`src/rtl/laser_point_feeder_if.sv`:
```
// Solver-side link of the LASER point interface: point stream out, centres and DONE back.
// The master modport is the feeder; the slave modport is the solver.
interface laser_point_feeder_if;
   logic [3:0] X;
   logic [3:0] Y;
   logic       X_VLD;
   logic       DONE;
   logic [3:0] C1X;
   logic [3:0] C1Y;
   logic [3:0] C2X;
   logic [3:0] C2Y;

   modport master (
      output X, Y, X_VLD,
      input  DONE, C1X, C1Y, C2X, C2Y
   );

   modport slave (
      input  X, Y, X_VLD,
      output DONE, C1X, C1Y, C2X, C2Y
   );
endinterface

```
`src/rtl/laser_point_feeder.sv`:
```
// LASER point feeder: streams stored points to the solver, waits for DONE, scores the centres.
// Build option LASER_FEED_SCORE_EN enables the SCORE state and distance datapath.
module laser_point_feeder #(
   parameter int unsigned NUM_PTS   = 40,
   parameter int unsigned RADIUS_SQ = 16,
   parameter int unsigned TIMEOUT   = 4096
) (
   input  logic                        CLK,
   input  logic                        RST,
   input  logic                        LD_EN,
   input  logic [5:0]                  LD_ADDR,
   input  logic [3:0]                  LD_X,
   input  logic [3:0]                  LD_Y,
   input  logic                        START,
   laser_point_feeder_if.master        sol,
   output logic                        BUSY,
   output logic [5:0]                  SCORE,
   output logic                        SCORE_VLD,
   output logic                        TO_ERR
);

   localparam int unsigned IdxW = (NUM_PTS > 1) ? $clog2(NUM_PTS) : 1;
   localparam int unsigned CntW = (TIMEOUT > 1) ? $clog2(TIMEOUT) : 1;

   typedef enum logic [2:0] {StIdle, StSend, StWait, StScore, StReport} state_e;

   state_e state_q, state_d;

   logic [IdxW-1:0] idx_q, idx_d;
   logic [CntW-1:0] cnt_q, cnt_d;
   logic            to_err_q, to_err_d;
   logic [3:0]      c1x_q, c1y_q, c2x_q, c2y_q;

   logic [3:0] mem_x [NUM_PTS];
   logic [3:0] mem_y [NUM_PTS];

   logic start_acc;
   logic ld_we;
   logic done_acc;
   logic last_idx;
   logic timeout_hit;

   assign start_acc   = (state_q == StIdle) && START;
   assign ld_we       = (state_q == StIdle) && LD_EN && ({26'd0, LD_ADDR} < NUM_PTS);
   assign done_acc    = (state_q == StWait) && sol.DONE;
   assign last_idx    = (idx_q == IdxW'(NUM_PTS - 1));
   assign timeout_hit = (cnt_q == CntW'(TIMEOUT - 1));

   // Point memory is deliberately left out of reset so patterns survive an abort.
   always_ff @(posedge CLK) begin
      if (ld_we) begin
         mem_x[LD_ADDR[IdxW-1:0]] <= LD_X;
         mem_y[LD_ADDR[IdxW-1:0]] <= LD_Y;
      end
   end

   // ---------------------------------------------------------------- FSM
   always_ff @(posedge CLK or posedge RST) begin
      if (RST) begin
         state_q <= StIdle;
      end else begin
         state_q <= state_d;
      end
   end

   always_comb begin
      state_d = state_q;
      unique case (state_q)
         StIdle:   if (START) state_d = StSend;
         StSend:   if (last_idx) state_d = StWait;
         StWait: begin
            // DONE takes priority over a coincident timeout.
            if (sol.DONE) begin
`ifdef LASER_FEED_SCORE_EN
               state_d = StScore;
`else
               state_d = StReport;
`endif
            end else if (timeout_hit) begin
               state_d = StReport;
            end
         end
         StScore:  if (last_idx) state_d = StReport;
         StReport: state_d = StIdle;
         default:  state_d = StIdle;
      endcase
   end

   // Memory read is combinational so a write accepted with START is already visible at point 0.
   always_comb begin
      sol.X_VLD = (state_q == StSend);
      sol.X     = 4'd0;
      sol.Y     = 4'd0;
      if (state_q == StSend) begin
         sol.X = mem_x[idx_q];
         sol.Y = mem_y[idx_q];
      end
      BUSY      = (state_q != StIdle);
      SCORE_VLD = (state_q == StReport);
   end

   // ---------------------------------------------------------------- Control datapath
   always_comb begin
      idx_d = '0;
      if ((state_q == StSend) || (state_q == StScore)) begin
         idx_d = last_idx ? '0 : idx_q + 1'b1;
      end

      cnt_d = '0;
      if (state_q == StWait) begin
         cnt_d = cnt_q + 1'b1;
      end

      to_err_d = to_err_q;
      if (start_acc) begin
         to_err_d = 1'b0;
      end else if ((state_q == StWait) && !sol.DONE && timeout_hit) begin
         to_err_d = 1'b1;
      end
   end

   always_ff @(posedge CLK or posedge RST) begin
      if (RST) begin
         idx_q    <= '0;
         cnt_q    <= '0;
         to_err_q <= 1'b0;
         c1x_q    <= '0;
         c1y_q    <= '0;
         c2x_q    <= '0;
         c2y_q    <= '0;
      end else begin
         idx_q    <= idx_d;
         cnt_q    <= cnt_d;
         to_err_q <= to_err_d;
         if (done_acc) begin
            c1x_q <= sol.C1X;
            c1y_q <= sol.C1Y;
            c2x_q <= sol.C2X;
            c2y_q <= sol.C2Y;
         end
      end
   end

   assign TO_ERR = to_err_q;

`ifdef LASER_FEED_SCORE_EN
   // ---------------------------------------------------------------- Scoring datapath
   localparam logic [8:0] RadSq = 9'(RADIUS_SQ);

   logic [5:0] acc_q, acc_d;
   logic [5:0] score_q, score_d;
   logic [3:0] px, py;
   logic [8:0] d1sq, d2sq;
   logic       covered;

   function automatic logic [7:0] sq_diff(input logic [3:0] a, input logic [3:0] b);
      logic signed [4:0] d;
      logic [3:0]        m;
      d = $signed({1'b0, a}) - $signed({1'b0, b});
      m = d[4] ? 4'(-d) : d[3:0];
      return {4'd0, m} * {4'd0, m};
   endfunction

   assign px      = mem_x[idx_q];
   assign py      = mem_y[idx_q];
   assign d1sq    = {1'b0, sq_diff(px, c1x_q)} + {1'b0, sq_diff(py, c1y_q)};
   assign d2sq    = {1'b0, sq_diff(px, c2x_q)} + {1'b0, sq_diff(py, c2y_q)};
   assign covered = (d1sq <= RadSq) || (d2sq <= RadSq);

   always_comb begin
      acc_d   = acc_q;
      score_d = score_q;
      if (start_acc) begin
         acc_d   = '0;
         score_d = '0;
      end else if (state_q == StScore) begin
         acc_d = acc_q + {5'd0, covered};
         if (last_idx) begin
            score_d = acc_q + {5'd0, covered};
         end
      end else if ((state_q == StWait) && !sol.DONE && timeout_hit) begin
         score_d = '0;
      end
   end

   always_ff @(posedge CLK or posedge RST) begin
      if (RST) begin
         acc_q   <= '0;
         score_q <= '0;
      end else begin
         acc_q   <= acc_d;
         score_q <= score_d;
      end
   end

   assign SCORE = score_q;
`else
   // Centres are still captured for observability even though nothing scores them.
   logic unused_centres;
   assign unused_centres = ^{c1x_q, c1y_q, c2x_q, c2y_q};
   assign SCORE          = 6'd0;
`endif

endmodule

```
`src/flat_wrapper.sv`:
```
// flat-port wrapper written by rule: the top's interface ports become plain ports
module laser_point_feeder_flat 
#(
   parameter int unsigned NUM_PTS   = 40,
   parameter int unsigned RADIUS_SQ = 16,
   parameter int unsigned TIMEOUT   = 4096
)
  (CLK, RST, LD_EN, LD_ADDR, LD_X, LD_Y, START, BUSY, SCORE, SCORE_VLD, TO_ERR, sol_X, sol_Y, sol_X_VLD, sol_DONE, sol_C1X, sol_C1Y, sol_C2X, sol_C2Y);
  laser_point_feeder_if sol_i ();
  input  logic CLK;
  input  logic RST;
  input  logic LD_EN;
  input  logic [5:0] LD_ADDR;
  input  logic [3:0] LD_X;
  input  logic [3:0] LD_Y;
  input  logic START;
  output logic BUSY;
  output logic [5:0] SCORE;
  output logic SCORE_VLD;
  output logic TO_ERR;
  output wire logic [$bits(sol_i.X)-1:0] sol_X;
  output wire logic [$bits(sol_i.Y)-1:0] sol_Y;
  output wire logic [$bits(sol_i.X_VLD)-1:0] sol_X_VLD;
  input wire logic [$bits(sol_i.DONE)-1:0] sol_DONE;
  input wire logic [$bits(sol_i.C1X)-1:0] sol_C1X;
  input wire logic [$bits(sol_i.C1Y)-1:0] sol_C1Y;
  input wire logic [$bits(sol_i.C2X)-1:0] sol_C2X;
  input wire logic [$bits(sol_i.C2Y)-1:0] sol_C2Y;
  assign sol_X = sol_i.X;
  assign sol_Y = sol_i.Y;
  assign sol_X_VLD = sol_i.X_VLD;
  assign sol_i.DONE = sol_DONE;
  assign sol_i.C1X = sol_C1X;
  assign sol_i.C1Y = sol_C1Y;
  assign sol_i.C2X = sol_C2X;
  assign sol_i.C2Y = sol_C2Y;
  laser_point_feeder #(.NUM_PTS(NUM_PTS), .RADIUS_SQ(RADIUS_SQ), .TIMEOUT(TIMEOUT)) u_core (.CLK(CLK), .RST(RST), .LD_EN(LD_EN), .LD_ADDR(LD_ADDR), .LD_X(LD_X), .LD_Y(LD_Y), .START(START), .sol(sol_i), .BUSY(BUSY), .SCORE(SCORE), .SCORE_VLD(SCORE_VLD), .TO_ERR(TO_ERR));
endmodule
```
`config.mk`:
```
export PLATFORM = sky130hd
export DESIGN_NAME = laser_point_feeder_flat
export DESIGN_NICKNAME = d
export VERILOG_FILES = /design/src/rtl/laser_point_feeder_if.sv /design/src/rtl/laser_point_feeder.sv /design/src/flat_wrapper.sv
export SDC_FILE = /design/constraint.sdc
export NUM_CORES = 1
export LEC_CHECK = 0
export CAP_MARGIN = 10
export CORE_ASPECT_RATIO = 1.75
export CORE_MARGIN = 2
export CORE_UTILIZATION = 45
export CTS_BUF_LIST = sky130_fd_sc_hd__clkbuf_8
export DETAILED_ROUTE_END_ITERATION = 8
export SLEW_MARGIN = 20
export SYNTH_ARGS = -nofsm -noshare
export SYNTH_HDL_FRONTEND = slang
export SYNTH_SLANG_ARGS = --single-unit
```
`constraint.sdc`:
```
create_clock -name CLK -period 2.2 [get_ports CLK]
set_input_delay 0.22 -clock CLK [delete_from_list [all_inputs] [get_ports CLK]]
set_output_delay 0.22 -clock CLK [all_outputs]
set_load 0.005 [all_outputs]
```
Word level (Yosys, flattened, before mapping):

Memories as Yosys holds them, arrays and structs flattened.
Cells that the tools add are included.

* memories kept: 2
* RAM bits: 320
* input bits: 35
* register bits: 22
* word-level logic and storage cells: 45
* output and inout port bits: 18

Memories
* u_core.mem_x: depth 40, bits a word 4, read ports 1, clocked after memory_dff 0, wr ports 1, line laser_point_feeder.sv:34 `logic [3:0] mem_x [NUM_PTS];`
* u_core.mem_y: depth 40, bits a word 4, read ports 1, clocked after memory_dff 0, wr ports 1, line laser_point_feeder.sv:35 `logic [3:0] mem_y [NUM_PTS];`

* add/subtract/negate cells: 2
* equal/unequal tests: 10
* $lt $le $gt $ge: 1
* muxes and demuxes: 15
* reduce and logical (&&, ||, !) cells: 11

Operators with widths (count)
* $mux W3: 5
* $add A12 B1 Y12 const B: 1
* $eq A12 B12 Y1 const B: 1
* $mux W12: 1
* $mux W6: 2
* $pmux W3 S4: 1
* $mux W4: 2
* $add A6 B1 Y6 const B: 1
* $eq A3 B2 Y1 const B: 2
* $eq A6 B6 Y1 const B: 1
* $lt A6 B6 Y1 const B: 1
* $logic_and A1 B1 Y1: 5
* $mux W1: 4
* $ne A2 B1 Y1 const B: 2
* $reduce_and A4 Y1: 1
* $eq A3 B1 Y1 const B: 1
* $eq A3 B3 Y1 const B: 1
* $logic_not A3 Y1: 1
* $ne A3 B2 Y1 const B: 1
* $reduce_bool A3 Y1: 1
* $ne A2 B2 Y1 const B: 1
* $reduce_bool A2 Y1: 1
* $logic_not A1 Y1: 1
* $logic_or A1 B1 Y1: 1

Logic depth before layout (Yosys ltp):

Gate-level depths: netlist of the first run.

* depth after elaboration: 5
* mapped depth: 8
* gate-level depth less buffers: 6

Worst setup path before layout of the first run:

Ideal clock, no wire load.

* path type: register to register
* from: register u_core.state_q[1]
* to: memory u_core.mem_x[28][0] (enable)
* cell stages (with the launch flop): 6
* clock period less this slack: 2023 ps
* setup slack: 177 ps
* arrival time: 1653 ps
* data required time: 1830 ps
* buffers on the path: 0
* setup time: 370 ps
* cell sequence: dfrtp_1 -> nor3_1 -> nand3_1 -> nor2_1 -> nand3b_1 -> nor2_1

* longest elaborated chain between the ends: 5

Ends and longest elaborated chain
* start: declaration: line laser_point_feeder.sv:27 `state_e state_q, state_d;`
* start signal: assignment: line laser_point_feeder.sv:60 `state_q <= StIdle;`
* start signal: assignment: line laser_point_feeder.sv:62 `state_q <= state_d;`
* $logic_not A3 Y1: line laser_point_feeder.sv:44 `assign ld_we = (state_q == StIdle) && LD_EN && ({26'd0, LD_ADDR} < NUM_PTS);`
* $logic_and A1 B1 Y1 (2 in series): line laser_point_feeder.sv:44
* $mux W1: line laser_point_feeder.sv:51 `if (ld_we) begin`
* $mux W1 (implied by the code): line laser_point_feeder.sv:52 `mem_x[LD_ADDR[IdxW-1:0]] <= LD_X;`
* end: declaration: line laser_point_feeder.sv:34

Every way passes these cells.

Worst setup path after layout of the first run:

* from: register u_core.idx_q[0]
* to: output port sol_Y[1]

* longest elaborated chain between the ends: 2

Ends and longest elaborated chain
* start: declaration: line laser_point_feeder.sv:29 `logic [IdxW-1:0] idx_q, idx_d;`
* start signal: assignment: line laser_point_feeder.sv:132 `idx_q <= idx_d;`
* $mem_v2 Z40 W4
* $mux W4: line laser_point_feeder.sv:94 `if (state_q == StSend) begin`
* end: declaration: line flat_wrapper.sv:22 `output wire logic [$bits(sol_i.Y)-1:0] sol_Y;`

Every way passes these cells.

==> flow_summary.yaml, run 1 <==
grt:
  grt_pass1_wl_um: 47310
  grt_max_degree: 41
  grtUsageTotal_pct: 20.07
  grt_util_met1_pct: 23.97
  grt_pass1_vias: 7916
  busiest_layer: "met2"
  grtUsageMet2_pct: 34.74
  antenna_found_initial: 0
  grt_overflow: 0
  grt_util_met3_pct: 3.288
synthesis:
  ys.flop_type: "edfxtp_1"
  syn-instance-count: 745
  ys_ff_latch: 342
  ys_seq_area_share_pct: 73.47
  syn-cell-area_um2: 13830
  synth_top_area_share_pct: 69.49
  synth.distinct_cells: 41
  synth_edf_count: 320
  synth.area.top_cells: "edfxtp_1, mux4_2, mux2i_1"
  syn_avg_cell_area_um2: 18.56
  yosys_warnings: 0
  synth_top_area_cell: "edfxtp_1"
  synth-async-reset-ratio_pct: 6.433
timing:
  slew_headroom_pct: 39.00
  slew_violations: 0
  hold_viol: 0
  grt_setup_unrepaired: "true"
  finalSetupViolCount: 8
  clock_skew_ns: 0.01919
  max_freq_mhz: 342.3
  tns_ns: -5.364
  tightestPinTransition_ns: 0.9131
  fin_crit_sh_pct: 132.8
  postLayoutSetupSlackWorst_ns: -0.7216
  fin_crit_ns: 2.922
floorplanning:
  initial_core_util_pct: 45.84
  dieArea_um2: 32200
  io_pins: 53
  die_h_um: 235.9
  die_w_um: 136.5
  num_rows: 84
  coreArea_um2: 30160
worst_setup_path:
  r2r_cells: 9
  cp_top_family: "multiplexers"
  critPathKind: "reg2out"
  endpoint_kind: "output port"
  worst_ep_arrival_time_ns: 2.70
  crit_fanout: 6
  max_stage_delay_ns: 0.55
  cp-start-kind: "register"
  crit_chain: "buf_6 -> buf_12 -> mux4_2 -> mux2i_4 -> nand2_1 -> o311ai_2 -> a221oi_2 -> buf_2"
  r2r_slack_ns: 0.09
  r2r-end: "u_core.mem_x[23][3]"
  cp_num_buf_inv: 3
  reg2reg_from: "u_core.state_q[2]"
  crit_required_ns: 1.98
  critPathSlowestCell: "mux4_2"
power:
  finalPower_mw: 15.61
  leakage_nw: 5.673
  powerDensity_nw_per_um2: 931.7
  ir_drop_v: 0.0006160
clock_network:
  cts_tree: "yes"
  root_buffer: "clkbuf_8"
  clk_pin_slew_ns: 0.07
  clk_latency_ns: 0.58
  cts_buffer_depth: 3
  cts_buffers: 46
  cts_max_level: 2
  clock-sinks: 342
hold_path:
  worstHoldPathType: "in2reg"
  hold_depth: 3
  hold_path_end: "u_core.state_q[0]"
  min-delay-start: "START"
place:
  dpl.hpwl_um: 20270
  gp_congestion: 0.8511
  io_buffers: 30
  place_ws_ns: -0.6942
detailed_routing:
  drtPass1Iterations: 4
  wl_um: 31580
  drtIter0Drc: 455
  drc: 0
  viasPerCell: 5.551
  wl_per_cell_um: 23.69
  ant_nets: 0
  vias: 7399
layout:
  nNetsFinal: 954
  diodes: 0
  drive_gt1_share_pct: 32.56
  area_growth_pct: 21.18
  final_cell_mix: "edfxtp_1, buf_4, nor2_1"
  final_common_cell: "edfxtp_1"
status:
  violations: "negative setup slack"
  run_status: "finished with violations"
job:
  maxCapViolCount: 0
[worst max path at each step]
stage,start,end,depth (start not counted)
3_3_place_gp,u_core.idx_q[0],sol_X[0],6
4_1_cts,u_core.idx_q[0],sol_X[1],8
2_1_floorplan,u_core.state_q[1],u_core.mem_x[28][0],5
6_report,u_core.idx_q[0],sol_Y[1],8
5_1_grt,u_core.idx_q[0],sol_X[0],9
3_5_place_dp,u_core.idx_q[0],sol_X[0],6
[cell families after synthesis]
group,after synthesis,synth area share [%]
buffers and inverters,51,3.022
other,1,0.02712
AND/OR/NAND/NOR,149,5.049
AO/OA/AOI/OAI,63,3.076
flip-flops,342,73.47
adder cells (fa/ha/maj),2,0.1809
multiplexers,128,14.60
XOR/XNOR,9,0.5701
[per-stage QoR]
step	utilization, %	cells	hold slack, ns	cell area [µm²]
CTS	54.95	1333	0.2138	16570
detailed placement	50.51	1242	0.4858	15240
floorplan	-	750	0.2092	13850
finish	55.55	1333	0.2491	16760
global placement	50.51	1242	0.4686	15240
global route	55.55	1333	0.2444	16760
[worst min-delay path: cells and delay by family]
kind / cells / cell delay, ns
buffers and inverters: 1 / 0.43
AND/OR/NAND/NOR: 2 / 0.15
[what timing repair did]
action	CTS	global route
endpoints found under the setup margin	9	95
hold endpoints to repair	9	0
gates cloned	4	1
gates resized for setup	89	56
pin swaps	14	16
buffers inserted	12	5
hold buffers	1	0
[registers in the layout, indices dropped and copies added (netlist names)]
signal and flops:
u_core.mem_x 160, u_core.mem_y 160, u_core.cnt_q 12, u_core.idx_q 6, u_core.state_q 3, u_core.TO_ERR 1
[layer usage]
metal	routed length, µm	up-vias
li1	-	3306
met1	12070	3838
met2	16740	188
met3	1283	67
met4	1483	0
met5	0	-
[Yosys cell counts (2+ instances only)]
cell type	n
a21oi_1	8
a221oi_1	8
and2b_1	2
buf_1	3
buf_12	5
buf_2	8
buf_4	10
buf_6	11
clkbuf_1	4
dfrtp_1	22
edfxtp_1	320
ha_1	2
inv_1	8
mux2i_1	72
mux4_1	10
mux4_2	46
nand2_1	27
nand2b_1	4
nand3_1	9
nand3b_1	6
nand4_1	4
nor2_1	70
nor2b_1	8
nor3_1	3
o21ai_0	15
o22ai_1	16
o311ai_1	15
or2_2	3
or3_1	6
or3b_2	2
xnor2_1	6
xor2_1	3
[final cells by class]
type,instances,area [µm²]
Sequential cell,342,10170
Timing Repair Buffer,162,1516
Multi-Input combinational cell,357,3755
Clock inverter,30,157.7
Fill cell,2270,13410
Inverter,8,30.03
Tap cell,387,484.2
Clock buffer,47,646.9
[power breakdown]
part           switching, mW  total (mW)  leakage [nW]  internal (mW)
Clock                   2.25        4.35         0.445           2.10
Sequential            0.0785        7.22          3.17           7.14
Combinational           1.99        4.03          2.06           2.05
Note: power is estimated with default switching activity, not from simulation.
==> run 2: changes to the inputs <==
==> constraint.sdc (replaced) <==
create_clock -name CLK -period 2.5 [get_ports CLK]
set_input_delay 0.25 -clock CLK [delete_from_list [all_inputs] [get_ports CLK]]
set_output_delay 0.25 -clock CLK [all_outputs]
set_load 0.005 [all_outputs]
==> run 2 against run 1 <==
The run still ends with negative setup slack left. Sequential cell count did not move. Clock-buffer cell count rose by 4. Core utilization is 1.0 points lower. Sequential power fell by 12%. First-iteration DRC count down 0.88%. Design area is 1.8% lower. Register-to-register slack improved by 0.14 ns. Clock power shrank 3%. Worst setup slack gained 0.22 ns. Critical path type unchanged.
==> flow_summary.yaml, run 2 (synthesis gave the netlist of run 1 again) <==
clock_network:
  cts_tree: "yes"
  cts_buffers: 46
  cts_buffer_depth: 3
  root_buffer: "clkbuf_8"
  clock-sinks: 342
  cts_hold_buf: 0
  clk_latency_ns: 0.57
  cts_max_level: 2
  clk_pin_slew_ns: 0.07
worst_setup_path:
  endpoint_kind: "output port"
  crit_required_ns: 2.25
  cp_top_family: "buffers and inverters"
  crit_chain: "buf_12 -> buf_12 -> buf_6 -> mux4_2 -> mux2i_2 -> nand2_1 -> o311ai_2 -> buf_4 -> a221oi_2 -> buf_2"
  cpMostUsedCell: "buf_12"
  r2r-end: "u_core.mem_x[20][2]"
  reg2reg_from: "u_core.state_q[1]"
  cp_num_buf_inv: 5
  worst_ep_arrival_time_ns: 2.75
  cp-start-kind: "register"
  r2r_cells: 7
  r2r_slack_ns: 0.23
  critPathSlowestCell: "dfrtp_4"
  critPathKind: "reg2out"
  max_stage_delay_ns: 0.52
  crit_fanout: 8
detailed_routing:
  drc: 0
  wl_per_cell_um: 23.30
  wl_um: 30470
  vias: 7294
  ant_nets: 0
  drtIter0Drc: 451
  viasPerCell: 5.576
  drtPass1Iterations: 4
place:
  dp.cells: 1215
  place_ws_ns: -0.2924
  io_buffers: 30
  gp_congestion: 0.8601
  dpl.hpwl_um: 19310
layout:
  fillers: 2324
  area_growth_pct: 18.99
  fin_util_pct: 54.55
  diodes: 0
  final_cell_mix: "edfxtp_1, buf_4, nor2_1"
  multi_input_area_um2: 3588
  seqCellArea_um2: 10170
  nNetsFinal: 921
  drive_gt1_share_pct: 29.42
  finalNonFillerCells: 1308
  final_common_cell: "edfxtp_1"
timing:
  slew_violations: 0
  max_freq_mhz: 333.0
  grt_setup_unrepaired: "true"
  hold_slack_ns: 0.1694
  fin_crit_ns: 3.003
  clock_skew_ns: 0.01074
  slew_headroom_pct: 39.93
  finalSetupViolCount: 8
  postLayoutSetupSlackWorst_ns: -0.5028
  hold_viol: 0
  tightestPinTransition_ns: 0.9001
  fin_crit_sh_pct: 120.1
  tns_ns: -3.484
grt:
  grtUsageTotal_pct: 19.44
  grt_pass1_vias: 7698
  grt_max_degree: 41
  grt_overflow: 0
  antenna_found_initial: 0
  grt_pass1_wl_um: 45820
floorplanning:
  die_h_um: 235.9
  die_w_um: 136.5
  io_pins: 53
  num_rows: 84
  coreArea_um2: 30160
  dieArea_um2: 32200
  initial_core_util_pct: 45.84
power:
  leakage_nw: 5.545
  powerDensity_nw_per_um2: 838.1
  ir_drop_v: 0.0003384
status:
  run_status: "finished with violations"
  violations: "negative setup slack"
job:
  maxCapViolCount: 0
hold_path:
  worstHoldPathType: "in2async"
## run 2: cell types whose count changed in the layout (fill, tap and decap cells not counted), sizes merged, moves of 2 or more
cell	before	now
bufinv	1	3
buf	138	106
clkdlybuf4s50	20	22
clkbuf	48	51
## run 2: worst max path at each step
stage / start / endpoint / slack, ns / cells after the start
floorplan: u_core.state_q[1] / u_core.mem_x[28][0] / 0.48 / 5
global placement: u_core.idx_q[0] / sol_Y[2] / -0.28 / 7
detailed placement: u_core.idx_q[0] / sol_Y[2] / -0.29 / 7
CTS: u_core.idx_q[0] / sol_X[1] / -0.51 / 10
global route: u_core.idx_q[0] / sol_X[0] / -0.58 / 10
finish: u_core.idx_q[0] / sol_X[0] / -0.50 / 10
## run 2: stage by stage
stage / power [mW] / area (µm²)
after CTS: 13.86 / 16420
after detailed placement: 9.183 / 15010
after global routing: 14.30 / 16450
after global placement: 9.159 / 15010
after floorplan: 8.172 / 13850
final: 13.79 / 16450
## run 2: area by class of cell
type                       instances  area share (%)
clock buffer                      51           4.266
multi-input combinational        357           21.81
inverter                           8          0.1825
tap                              387           2.943
clock inverter                    34           1.361
timing repair buffer             129           7.657
sequential                       342           61.78
## run 2: layer usage
layer | global-route usage, % | vias up | routed length (µm)
met5 | 0 | - | 0
met4 | 9.501 | 0 | 1448
met3 | 3.009 | 73 | 1292
met2 | 34.02 | 238 | 16260
met1 | 23.02 | 3735 | 11470
li1 | - | 3248 | -
## run 2: repair_timing
| item | in CTS | in global routing |
|---|---|---|
| buffers inserted | 7 | 0 |
| cloned | 4 | 0 |
| gates resized for setup | 101 | 7 |
| pin swaps | 19 | 3 |
| endpoints found under the setup margin | 8 | 8 |
## run 2: power breakdown
part | leakage [nW] | switching, mW | internal, mW
combinational | 1.85 | 1.63 | 1.61
clock | 0.527 | 2.01 | 2.20
sequential | 3.17 | 0.0680 | 6.29
total | 5.54 | 3.70 | 10.1
